## src/rtl/mem_access_ctrl.sv

```systemverilog
`default_nettype none
// ============================================================================
//  Module   : mem_access_ctrl
//  Purpose  : MEM-stage data-memory handshake controller. It latches an
//             aligned load/store from EX/MEM, holds a request until the memory
//             acknowledges it, and stalls the pipeline while the access is
//             outstanding. Misaligned accesses raise a one-cycle error pulse.
//  Options  : MEM_TIMEOUT_EN - abort an unacknowledged access after 16 REQ
//             cycles with an error pulse (and a zero load result).
//  Revision : 1.0 - initial release
// ============================================================================
module mem_access_ctrl (
    input  logic        clk_i,
    input  logic        rst_i,
    input  logic        MemRead_i,
    input  logic        MemWrite_i,
    input  logic [31:0] Addr_i,
    input  logic [31:0] Wdata_i,
    output logic        mem_req_o,
    output logic        mem_we_o,
    output logic [31:0] mem_addr_o,
    output logic [31:0] mem_wdata_o,
    input  logic        mem_ack_i,
    input  logic [31:0] mem_rdata_i,
    output logic [31:0] Rdata_o,
    output logic        stall_o,
    output logic        err_o
);

    typedef enum logic [1:0] {
        S_IDLE = 2'd0,
        S_REQ  = 2'd1,
        S_DONE = 2'd2
    } state_t;

    state_t      state_q;
    logic        mem_req_q;
    logic        mem_we_q;
    logic [31:0] mem_addr_q;
    logic [31:0] mem_wdata_q;
    logic [31:0] rdata_q;
    logic        err_q;

    logic        w_req;
    logic        w_aligned;

    assign w_req     = MemRead_i | MemWrite_i;
    assign w_aligned = (Addr_i[1:0] == 2'b00);

`ifdef MEM_TIMEOUT_EN
    // Value of the no-ack counter during the 16th unacknowledged REQ cycle.
    localparam logic [7:0] TMO_LAST = 8'd15;
    logic [7:0] tmo_cnt_q;
`endif

    // Stall must drop during reset so the pipeline can flush.
    always_comb begin
        stall_o = 1'b0;
        if (!rst_i) begin
            stall_o = ((state_q == S_IDLE) && w_req && w_aligned) ||
                      (state_q == S_REQ);
        end
    end

    always_ff @(posedge clk_i) begin
        if (rst_i) begin
            state_q     <= S_IDLE;
            mem_req_q   <= 1'b0;
            mem_we_q    <= 1'b0;
            mem_addr_q  <= 32'd0;
            mem_wdata_q <= 32'd0;
            rdata_q     <= 32'd0;
            err_q       <= 1'b0;
`ifdef MEM_TIMEOUT_EN
            tmo_cnt_q   <= 8'd0;
`endif
        end else begin
            err_q <= 1'b0;
            case (state_q)
                S_IDLE: begin
                    if (w_req) begin
                        if (w_aligned) begin
                            mem_addr_q  <= Addr_i;
                            mem_wdata_q <= Wdata_i;
                            mem_we_q    <= MemWrite_i;
                            mem_req_q   <= 1'b1;
                            state_q     <= S_REQ;
`ifdef MEM_TIMEOUT_EN
                            tmo_cnt_q   <= 8'd0;
`endif
                        end else begin
                            err_q <= 1'b1;
                        end
                    end
                end
                S_REQ: begin
                    if (mem_ack_i) begin
                        mem_req_q <= 1'b0;
                        state_q   <= S_DONE;
                        if (!mem_we_q) begin
                            rdata_q <= mem_rdata_i;
                        end
`ifdef MEM_TIMEOUT_EN
                    end else if (tmo_cnt_q == TMO_LAST) begin
                        mem_req_q <= 1'b0;
                        err_q     <= 1'b1;
                        state_q   <= S_DONE;
                        if (!mem_we_q) begin
                            rdata_q <= 32'd0;
                        end
                    end else begin
                        tmo_cnt_q <= tmo_cnt_q + 8'd1;
`endif
                    end
                end
                // One dead cycle lets EX/MEM advance past the finished access.
                S_DONE: begin
                    state_q <= S_IDLE;
                end
                default: begin
                    state_q <= S_IDLE;
                end
            endcase
        end
    end

    assign mem_req_o   = mem_req_q;
    assign mem_we_o    = mem_we_q;
    assign mem_addr_o  = mem_addr_q;
    assign mem_wdata_o = mem_wdata_q;
    assign Rdata_o     = rdata_q;
    assign err_o       = err_q;

endmodule
`default_nettype wire

```

## config.mk

```make
export PLATFORM = sky130hd
export DESIGN_NAME = mem_access_ctrl
export DESIGN_NICKNAME = d
export VERILOG_FILES = /design/src/rtl/mem_access_ctrl.sv
export SDC_FILE = /design/constraint.sdc
export NUM_CORES = 1
export LEC_CHECK = 0
export ABC_AREA = 1
export ABC_CLOCK_PERIOD_IN_PS = 1700
export CAP_MARGIN = 20
export CORE_UTILIZATION = 30
export DETAILED_ROUTE_END_ITERATION = 6
export GPL_TIMING_DRIVEN = 1
export PLACE_DENSITY = 0.6
export SKIP_CTS_REPAIR_TIMING = 1
export SLEW_MARGIN = 20
export SYNTH_ARGS = -nofsm -noshare
export SYNTH_HDL_FRONTEND = slang
export SYNTH_SLANG_ARGS = --single-unit
```

## constraint.sdc

```tcl
create_clock -name clk_i -period 1.7 [get_ports clk_i]
set_clock_uncertainty 0.05 [all_clocks]
set_input_delay 0.34 -clock clk_i [delete_from_list [all_inputs] [get_ports clk_i]]
set_output_delay 0.34 -clock clk_i [all_outputs]
set_load 0.005 [all_outputs]
```

==> reports/results.ini <==
[sta]
timing.hold.ws_ns=0.416
setup_slack_ns=-0.0105
post-route-min-period_ns=1.71
rsz0062_at_grt=true
slew_viol_final=0
post-route-period-util=1.01
tightest_slew_ns=0.390
slew_headroom=0.740
hold_viol_final=0
fmax_ghz=0.585
setup_viol=1
finalSetupTns_ns=-0.0105

[setup_path]
crit_type=in2out
arrival_ns=1.32
path_buf_inv=3
cp_slowest_cell=clkdlybuf4s50_1
critPathMaxStageDelay_ns=0.41
cp_max_fo=2
crit_required_ns=1.31
worstPathCellList=clkdlybuf4s50_1 -> nor2_1 -> buf_4 -> nand3_4 -> a21oi_2 -> buf_2
critPathLaunchType=input port
endpoint_kind=primary output
cp_top_family=buffers and inverters
reg2reg_slack_ns=0.28

[logic_synthesis]
ys.warnings.count=0
synthXorXnorAreaFrac=0
avgSynthCellArea_sq_um=6.87
synth_compound_gate_area_share=0.0462
ys_seq_area_frac=0.518
synth_fp_nets=669
syn-cell-area_sq_um=3900
synth.area.top_cells=dfxtp_1 52%, nor2_1 18%, nand2_1 13%, inv_1 6.6%, o21ai_0 4.1%
ys_seq_elements=101
synthDistinctLibCells=14
synth_mux_area_frac=0
yosys.area.top_type_share=0.518
yosys.area_share.simple=0.322
synth_top_area_cell=dfxtp_1
synth_top_family_by_area=simple AND/OR/NAND/NOR gates
synthAdderAreaFrac=0
synth_cells=568

[placed_design]
detailed_place_hpwl_um=7670
place_ws_ns=-0.455
io_buffers=200
gp_congestion=0.739
postPlaceCellArea_sq_um=6160

[global_route]
grt-ovfl-total=0
track_usage=0.161
grt_pass1_vias=3667
grt_max_degree=74
antenna_found_initial=0
grt_pass1_wl_um=16700

[cells_and_area]
final_nets=867
area_delta_synth_final_pct=65.9
seq_area_sq_um=2020
fillCellCount=1239
num_antenna_cells=0
final_area_sq_um=6470
multi_input_area_sq_um=1450
drive_above_1_share=0.0519

[detailed_routing]
routedWlPerCell_um=11.3
drc=0
vias=3852
drt_iter0_drc=198
drt_first_pass_iters=4
vias_per_cell=4.08
wl_um=10700
antenna_left=0

[clocking]
cts_tree=done
cts-root-buf=clkbuf_16
cts_max_level=3
clock_latency_ns=0.35
path_clk_slew_ns=0.06
clock_sinks=101
clk_path_buf_depth=2
numCtsBuffers=9

[floorplanning]
coreArea_sq_um=12700
placementRows=41
start_util=0.308
fp.dieW_um=116
pin_count=201
dieArea_sq_um=13500
die_h_um=116

[power_and_ir_drop]
p_per_area_nw_per_um2=857
leakage_nw=2.93
power.total_mw=5.54
irDropWorstVdd_uv=652

[run_status]
violations=setup timing
run_status=finished with violations

[worst_hold_path]
hp-class=reg2reg

[job]
maxCapViolations=0

[placed cells by master (no fill, tap or decap), types with 7 or more instances in the layout]
cell type / instances
dfxtp_1: 101
nand2_1: 130
nor2_1: 192
buf_12: 7
clkbuf_16: 9
buf_4: 9
o21ai_0: 32
clkdlybuf4s50_1: 198
inv_1: 69
[state kept, by name, indices dropped and copies added (netlist names)]
signal and flops:
mem_we_o 1, err_o 1, mem_req_o 1, state_q 2, mem_addr_o 32, Rdata_o 32
mem_wdata_o 32
[synth_stat cells]
library cell,number
nor2_1,192
nand2_1,131
dfxtp_1,101
inv_1,69
o21ai_0,32
buf_2,12
clkbuf_1,10
buf_6,5
a21oi_1,4
nand3_1,4
buf_4,3
inv_2,2
nor2_2,2
nand3_2,1
[final cells by class]
type                    count  share of cell area
clock buffers              14              0.0439
clock inverters             2             0.00232
inverters                  71              0.0412
multi-input cells         366               0.224
flip-flops and latches    101               0.313
well taps                 172              0.0333
repair buffers            217               0.343
[tightest hold or removal path, stage by stage (launching register included)]
cell     delay (ns)
dfxtp_1        0.32
nand3_1        0.07
inv_1          0.04
[power breakdown]
part	total (mW)	internal, mW	leakage (nW)	switching [mW]
clock network	2.03	1.15	0.141	0.872
registers	2.57	2.50	0.826	0.0676
logic	0.945	0.576	1.96	0.370
[per-layer routing]
layer  global-route usage  vias up  wire length, um
li1                     -     2049                -
met1                0.168     1655             4290
met2                0.275      134             4990
met3               0.0889       14             1250
met4               0.0513        0              131
met5                    0        -                0
[cells by family after synthesis]
group | after synthesis
AOI/OAI and AO/OA | 36
DFF | 101
and+or+nand+nor | 330
buffers and inverters | 101
[worst paths after layout]
path	startpoint	endpoint	depth (start not counted)
worst max-delay path	Addr_i[0]	stall_o	6
worst min-delay path	mem_addr_o[1]	mem_addr_o[1]	2
worst max register to register	state_q[1]	mem_wdata_o[7]	6
worst min register to register	mem_addr_o[1]	mem_addr_o[1]	2
[metrics by stage]
step / instances / utilization
after CTS: 943 / 0.510
after floorplan: 568 / -
after detailed placement: 927 / 0.486
after global routing: 943 / 0.511
after global placement: 927 / 0.486
final: 943 / 0.511
No activity file was read; power rests on OpenSTA's default activity.
